### src/rtl/regfile_wb_arbiter.sv
// ============================================================================
// regfile_wb_arbiter: two-requester round-robin writeback arbiter for a
// single register-file write port, with a saturating stall counter.
// Revision: 1.0
// ============================================================================
`default_nettype none

module regfile_wb_arbiter #(
    parameter int DATA_W = 32,
    parameter int ADDR_W = 5,
    parameter int CNT_W  = 16
) (
    input  logic              clk,
    input  logic              rst_n,
    input  logic              req0_valid,
    input  logic [ADDR_W-1:0] req0_rd,
    input  logic [DATA_W-1:0] req0_data,
    output logic              req0_ready,
    input  logic              req1_valid,
    input  logic [ADDR_W-1:0] req1_rd,
    input  logic [DATA_W-1:0] req1_data,
    output logic              req1_ready,
    output logic              reg_write,
    output logic [ADDR_W-1:0] write_reg,
    output logic [DATA_W-1:0] write_data,
    output logic              last_grant,
    output logic [CNT_W-1:0]  stall_cnt
);

    logic              w_nz0;
    logic              w_nz1;
    logic              w_gnt0;
    logic              w_gnt1;
    logic              w_stall;

    logic              reg_write_q,  reg_write_d;
    logic [ADDR_W-1:0] write_reg_q,  write_reg_d;
    logic [DATA_W-1:0] write_data_q, write_data_d;
    logic              last_grant_q, last_grant_d;
    logic [CNT_W-1:0]  stall_cnt_q,  stall_cnt_d;

    // Writes to x0 are acknowledged but never reach the write port.
    always_comb begin
        w_nz0      = req0_valid && (req0_rd != '0);
        w_nz1      = req1_valid && (req1_rd != '0);
        w_gnt0     = w_nz0 && (!w_nz1 || last_grant_q);
        w_gnt1     = w_nz1 && (!w_nz0 || !last_grant_q);
        req0_ready = rst_n && req0_valid && (!w_nz0 || w_gnt0);
        req1_ready = rst_n && req1_valid && (!w_nz1 || w_gnt1);
        w_stall    = (req0_valid && !req0_ready) || (req1_valid && !req1_ready);
    end

    always_comb begin
        reg_write_d  = 1'b0;
        write_reg_d  = write_reg_q;
        write_data_d = write_data_q;
        last_grant_d = last_grant_q;
        stall_cnt_d  = stall_cnt_q;
        if (w_gnt0) begin
            reg_write_d  = 1'b1;
            write_reg_d  = req0_rd;
            write_data_d = req0_data;
            last_grant_d = 1'b0;
        end else if (w_gnt1) begin
            reg_write_d  = 1'b1;
            write_reg_d  = req1_rd;
            write_data_d = req1_data;
            last_grant_d = 1'b1;
        end
        if (w_stall && (stall_cnt_q != '1)) begin
            stall_cnt_d = stall_cnt_q + CNT_W'(1);
        end
    end

    // last_grant resets to 1 so requester 0 wins the first tie.
    always_ff @(posedge clk or negedge rst_n) begin
        if (!rst_n) begin
            reg_write_q  <= 1'b0;
            write_reg_q  <= '0;
            write_data_q <= '0;
            last_grant_q <= 1'b1;
            stall_cnt_q  <= '0;
        end else begin
            reg_write_q  <= reg_write_d;
            write_reg_q  <= write_reg_d;
            write_data_q <= write_data_d;
            last_grant_q <= last_grant_d;
            stall_cnt_q  <= stall_cnt_d;
        end
    end

    assign reg_write  = reg_write_q;
    assign write_reg  = write_reg_q;
    assign write_data = write_data_q;
    assign last_grant = last_grant_q;
    assign stall_cnt  = stall_cnt_q;

endmodule

`default_nettype wire

### config.mk
export PLATFORM = sky130hd
export DESIGN_NAME = regfile_wb_arbiter
export DESIGN_NICKNAME = d
export VERILOG_FILES = /design/src/rtl/regfile_wb_arbiter.sv
export SDC_FILE = /design/constraint.sdc
export NUM_CORES = 1
export LEC_CHECK = 0
export CORE_ASPECT_RATIO = 1.5
export CORE_MARGIN = 5
export CORE_UTILIZATION = 45
export DETAILED_ROUTE_END_ITERATION = 12
export DONT_BUFFER_PORTS = 1
export GPL_TIMING_DRIVEN = 0
export PLACE_DENSITY = 0.62
export SLEW_MARGIN = 25
export SYNTH_ARGS = -nofsm -noshare
export SYNTH_HDL_FRONTEND = slang
export SYNTH_SLANG_ARGS = --single-unit
export TNS_END_PERCENT = 1
### constraint.sdc
create_clock -name clk -period 2.25 [get_ports clk]
set_clock_uncertainty 0.2 [all_clocks]
set_input_delay 0.45 -clock clk [delete_from_list [all_inputs] [get_ports clk]]
set_output_delay 0.45 -clock clk [all_outputs]
set_load 0.01 [all_outputs]
==> impl_metrics.py, run 1 <==
metrics = {
    "synthesis": {
        "synth_fp_nets": 327,
        "yosysMostFrequentCell": "nand2_1",
        "async_reset_ff_frac": 1.000,
        "ys_seq_area_frac": 0.5184,
        "yosys_warnings": 0,
        "netlist_area_mm2": 0.002658,
        "syn-instance-count": 248,
        "yosysUniqueCellTypes": 40,
        "synth-edff-count": 0,
        "post-synth-top-area-cell": "dfrtp_1",
        "synth-seq-cells": 55,
        "synth_flop_cell": "dfrtp_1",
        "synth_area_leaders": "dfrtp_1 51%, nand2_1 11%, a22oi_2 7.1%",
        "yosysTopAreaCellShare": 0.5085,
        "syn_avg_cell_area_um2": 10.72,
        "synth_common_cells": "81 x nand2_1, 54 x dfrtp_1, 22 x a22oi_1, 15 x a22oi_2, 11 x xnor2_1",
    },
    "setup_path": {
        "cp.required_ns": 1.60,
        "worst_r2r_startpoint": "stall_cnt[9]",
        "crit_start": "req1_rd[1]",
        "r2r_setup_slack_ns": 0.10,
        "worst_r2r_path_depth": 5,
        "reg2reg_to": "stall_cnt[1]",
        "cp_max_fo": 7,
        "critPathCaptureType": "primary output",
        "arrival_ns": 1.51,
        "worstSetupPathType": "in2out",
        "crit_path_end": "req0_ready",
        "critPathLaunchType": "input port",
    },
    "grt": {
        "grt_pass1_wl_mm": 10.57,
        "grt_pass1_vias": 2020,
        "grt_max_degree": 56,
        "grt.overflow.total": 0,
        "grtUsageTotal": 0.1766,
        "grt_antenna_before_repair": 0,
    },
    "floorplanning": {
        "die-area_mm2": 0.007574,
        "die_w_um": 72.75,
        "start_util": 0.4593,
        "io_pins": 135,
        "coreArea_mm2": 0.005786,
        "die_h_um": 104.1,
        "std_cell_rows": 34,
    },
    "cts": {
        "cts_htree_levels": 2,
        "cts_tree": "built",
        "root_buffer": "clkbuf_8",
        "post-cts-setup-buffer-count": 0,
        "clockBufferDepth": 2,
        "cts_buffers": 5,
        "clkSinkCount": 55,
        "clk_pin_slew_worst_paths_ns": 0.09,
        "clkLatencyLatePin_ns": 0.30,
    },
    "power": {
        "seq_power_share": 0.605,
        "p_int_w": 0.001592,
        "vdd.ir_drop.worst_v": 0.0004900,
        "combPwrFrac": 0.179,
        "switching_share": 0.3332,
        "switching_power_w": 0.0007957,
        "p_clk_frac": 0.216,
        "p_leak_nw": 1.254,
        "powerDensity_mw_per_mm2": 832.2,
    },
    "sta": {
        "fmax_ghz": 0.4620,
        "setup_viol": 0,
        "max-slew-margin-rel": 0.5870,
        "hold_viol": 0,
        "fin_ws_ns": 0.08567,
        "tightestPinTransition_ns": 0.6195,
        "fin_setup_tns_ns": 0,
        "grt_setup_unrepaired": "false",
        "timing.final.crit_share": 0.9619,
        "drv_slew": 0,
        "whs_ns": 0.05906,
        "min_period_ns": 2.164,
    },
    "placed_design": {
        "dpl.hpwl_mm": 4.943,
        "io_buffers": 0,
        "pre_cts_ws_ns": -0.02732,
        "dp_cells": 320,
        "place.gp.congestion": 0.7671,
    },
    "finish": {
        "final_nets": 336,
        "largest_register_ff_count": 32,
        "n_fill_cell": 553,
        "multiInputGateArea_mm2": 0.001149,
        "drive_gt1_frac": 0.1860,
        "ff_latch_area_mm2": 0.001380,
        "antenna_cells": 0,
        "area_growth_pct": 7.957,
        "finalNonFillerCells": 330,
    },
    "detailed_routing": {
        "drc": 0,
        "drt-total-wl_mm": 6.581,
        "drtPass1Iterations": 4,
        "via_per_inst": 5.773,
        "drt_iter0_drc": 114,
        "routed-via-count": 1905,
        "wire_per_inst_um": 19.94,
        "ant_nets": 0,
    },
    "hold_path": {
        "worstHoldPathType": "in2reg",
    },
    "outcome": {
        "status": "completed",
    },
    "job": {
        "drv_cap": 0,
    },
}
how the worst min path moves through the flow:
stage                       from        endpoint  slack (ns)  depth (start not counted)
floorplan                  rst_n       reg_write       -0.05                          0
global placement           rst_n  write_data[15]       -0.04                          0
detailed placement         rst_n   write_data[2]       -0.04                          0
CTS                 req1_data[7]   write_data[7]        0.04                          2
global route        req1_data[5]   write_data[5]        0.04                          2
finish              req1_data[7]   write_data[7]        0.06                          2
cells by family (layout without fill, tap and decap cells):
logic type               count (synthesis)  in the layout  synth area share
adder cells (fa/ha/maj)                  1              1          0.004707
buffers and inverters                   12             22           0.04943
flip-flops                              55             55            0.5184
XOR/XNOR                                14             14           0.04614
AND/OR/NAND/NOR                        114            114            0.1954
multiplexers                             1              1          0.005648
AO/OA/AOI/OAI                           51             51            0.1803
critical path, cell delays in order:
cell,delay (ns)
or4_4,0.55
o21ai_4,0.25
o311a_1,0.26
timing repair:
item / 4_1_cts / 5_1_grt
endpoints found under the setup margin: 0 / 4
resized for setup: 0 / 2
endpoints found under the hold margin: 55 / 0
hold buffers: 2 / 0
final cells by class:
| cell class | count | share of cell area |
|---|---|---|
| Inverter | 1 | 0.001308 |
| Clock inverter | 1 | 0.001744 |
| Multi-Input combinational cell | 181 | 0.4003 |
| Timing Repair Buffer | 2 | 0.01308 |
| Tap cell | 72 | 0.03140 |
| Clock buffer | 7 | 0.02660 |
| Buffer | 11 | 0.04448 |
| Sequential cell | 55 | 0.4810 |
power groups by stage:
stage	sequential [W]	clock (W)	combinational, W
6_report	0.00144	0.000516	0.000427
5_1_grt	0.00148	0.000590	0.000491
4_1_cts	0.00144	0.000548	0.000434
3_5_place_dp	0.00147	0	0.000404
3_3_place_gp	0.00146	0	0.000391
2_1_floorplan	0.00140	0	0.000342
stage by stage:
stage	area [um2]	utilization	total power (W)
floorplan	2658	-	0.001744
global placement	2748	0.4749	0.001854
detailed placement	2748	0.4749	0.001869
CTS	2867	0.4955	0.002427
global route	2869	0.4959	0.002561
finish	2869	0.4959	0.002388
layer usage:
layer	global-route usage	wire, um	vias to the layer above
li1	-	-	891
met1	0.1991	2284	924
met2	0.2997	3514	84
met3	0.07060	706	6
met4	0.05277	76	0
met5	0	0	-
placed cells by master, fill, tap and decap left out, types with 2 or more instances in the layout:
master,synthesis,routed
xor2_1,3,3
or4_4,3,3
nand2_1,81,81
buf_12,3,3
nor2_2,2,2
dfrtp_1,54,52
nor4_1,2,2
or3_1,2,2
buf_6,4,4
nor2_1,2,2
dfrtp_2,0,2
nand4_1,3,3
nor3_1,4,4
xnor2_1,11,11
a22oi_1,22,22
clkbuf_1,0,2
buf_2,3,3
o21ai_0,3,3
nand3_1,8,8
a22oi_2,15,15
clkbuf_8,0,5
o21a_1,2,2
Note: power is estimated with default switching activity, not from simulation.
==> run 2: changes to the inputs <==
CTS_BUF_LIST = sky130_fd_sc_hd__clkbuf_16   (was not set)
==> impl_metrics.py, run 2 (synthesized netlist as in run 1, its figures left out) <==
metrics = {
    "outcome": {
        "status": "completed",
    },
    "floorplanning": {
        "die_w_um": 72.75,
        "coreArea_mm2": 0.005786,
        "std_cell_rows": 34,
        "start_util": 0.4593,
        "die-area_mm2": 0.007574,
        "die_h_um": 104.1,
        "io_pins": 135,
    },
    "setup_path": {
        "crit_buf_inv": 0,
        "critPathCaptureType": "primary output",
        "cp_top_family": "simple AND/OR/NAND/NOR gates",
        "critPathMaxStageDelay_ns": 0.55,
        "cp.required_ns": 1.60,
        "worstSetupPathType": "in2out",
        "cp_max_fo": 7,
        "arrival_ns": 1.52,
        "crit_path_top_delay_cell": "or4_4",
        "critical_path.cell_chain": "or4_4 > o21ai_4 > o311a_1",
        "critPathLaunchType": "input port",
    },
    "sta": {
        "drv_slew": 0,
        "hold_viol": 0,
        "min_period_ns": 2.168,
        "fmax_ghz": 0.4612,
        "fin_setup_tns_ns": 0,
        "grt_setup_unrepaired": "false",
        "setup_viol": 0,
        "timing.final.crit_share": 0.9637,
        "max-slew-margin-rel": 0.5964,
        "tightestPinTransition_ns": 0.6055,
    },
    "cts": {
        "clkSinkCount": 55,
        "clkLatencyLatePin_ns": 0.28,
        "root_buffer": "clkbuf_16",
        "cts_tree": "built",
        "post-cts-setup-buffer-count": 0,
        "clockBufferDepth": 2,
        "cts_htree_levels": 2,
        "cts_buffers": 5,
        "clk_pin_slew_worst_paths_ns": 0.07,
    },
    "detailed_routing": {
        "drt-total-wl_mm": 6.595,
        "drtPass1Iterations": 4,
        "routed-via-count": 1901,
        "via_per_inst": 5.761,
        "ant_nets": 0,
        "drc": 0,
        "wire_per_inst_um": 19.98,
        "drt_iter0_drc": 124,
    },
    "grt": {
        "grtUsageTotal": 0.1770,
        "grt_pass1_vias": 2020,
        "grt_antenna_before_repair": 0,
        "grt.overflow.total": 0,
        "grt_max_degree": 56,
        "grt_pass1_wl_mm": 10.59,
    },
    "finish": {
        "postLayoutCoreUtil": 0.5056,
        "mostFrequentLayoutCell": "nand2_1",
        "final_cell_mix": "81 x nand2_1, 52 x dfrtp_1, 22 x a22oi_1, 15 x a22oi_2, 11 x xnor2_1",
        "drive_gt1_frac": 0.1860,
        "antenna_cells": 0,
        "design_area_mm2": 0.002925,
        "largest_register_ff_count": 32,
        "final_nets": 336,
        "area_growth_pct": 10.08,
    },
    "power": {
        "powerDensity_mw_per_mm2": 887.6,
        "p_leak_nw": 1.288,
        "vdd.ir_drop.worst_v": 0.0004635,
        "finalPower_w": 0.002596,
    },
    "placed_design": {
        "dpl.hpwl_mm": 4.943,
        "place.gp.congestion": 0.7671,
        "placed_area_mm2": 0.002748,
        "io_buffers": 0,
    },
    "job": {
        "drv_cap": 0,
    },
    "hold_path": {
        "worstHoldPathType": "in2reg",
    },
}
## run 2: layout make-up
type / count / area, um2
clock buffer: 5 / 125.1
tap: 72 / 90.09
inverter: 1 / 3.754
buffer: 11 / 127.6
fill: 548 / 2860
timing repair buffer: 2 / 37.54
sequential: 55 / 1380
multi-input combinational: 181 / 1149
clock inverter: 3 / 12.51
## run 2: final timing paths
path                              start        endpoint  slack, ns  cells after the start
setup / recovery             req1_rd[1]      req0_ready       0.08                      3
hold / removal             req1_data[7]   write_data[7]       0.08                      2
setup reg to reg           stall_cnt[9]    stall_cnt[1]       0.10                      5
hold reg to reg            stall_cnt[0]    stall_cnt[0]       0.34                      1
max in group asynchronous         rst_n      last_grant       1.07                      2
min in group asynchronous         rst_n  write_data[24]       0.48                      2
## run 2: where the power goes
group | internal, W | total (W) | switching [W]
clock | 0.000403 | 0.000724 | 0.000321
combinational | 0.000210 | 0.000427 | 0.000217
sequential | 0.00116 | 0.00145 | 0.000281
## run 2: stage by stage
stage / instances / setup slack, ns / hold slack, ns
finish: 330 / 0.08163 / 0.07517
global route: 330 / 0.02380 / 0.06805
CTS: 330 / 0.08108 / 0.06784
detailed placement: 320 / -0.02732 / -0.04419
global placement: 320 / 0.008319 / -0.04392
floorplan: 248 / 0.1547 / -0.04559
## run 2: what timing repair did
action,4_1_cts,5_1_grt
endpoints found under the setup margin,0,3
hold buffers,2,0
gates resized for setup,0,2
hold endpoints to repair,55,0
## run 2: layer usage
metal | GRT usage | wire, um | vias up
met5 | 0 | 0 | -
met4 | 0.05277 | 72 | 0
met3 | 0.07060 | 710 | 5
met2 | 0.2991 | 3460 | 87
met1 | 0.2010 | 2352 | 919
li1 | - | - | 890
## run 2: worst reg2reg max path, delay by kind of cell, from the launching register on
kind / cells / cell delay (ns)
muxes: 1 / 0.30
and+or+nand+nor: 4 / 1.09
DFF: 1 / 0.47
==> run 3: changes to the inputs <==
CAP_MARGIN = 15   (was not set)
==> results of run 3 <==
Same layout as run 2: the final DEF is identical, and so are final timing and power.
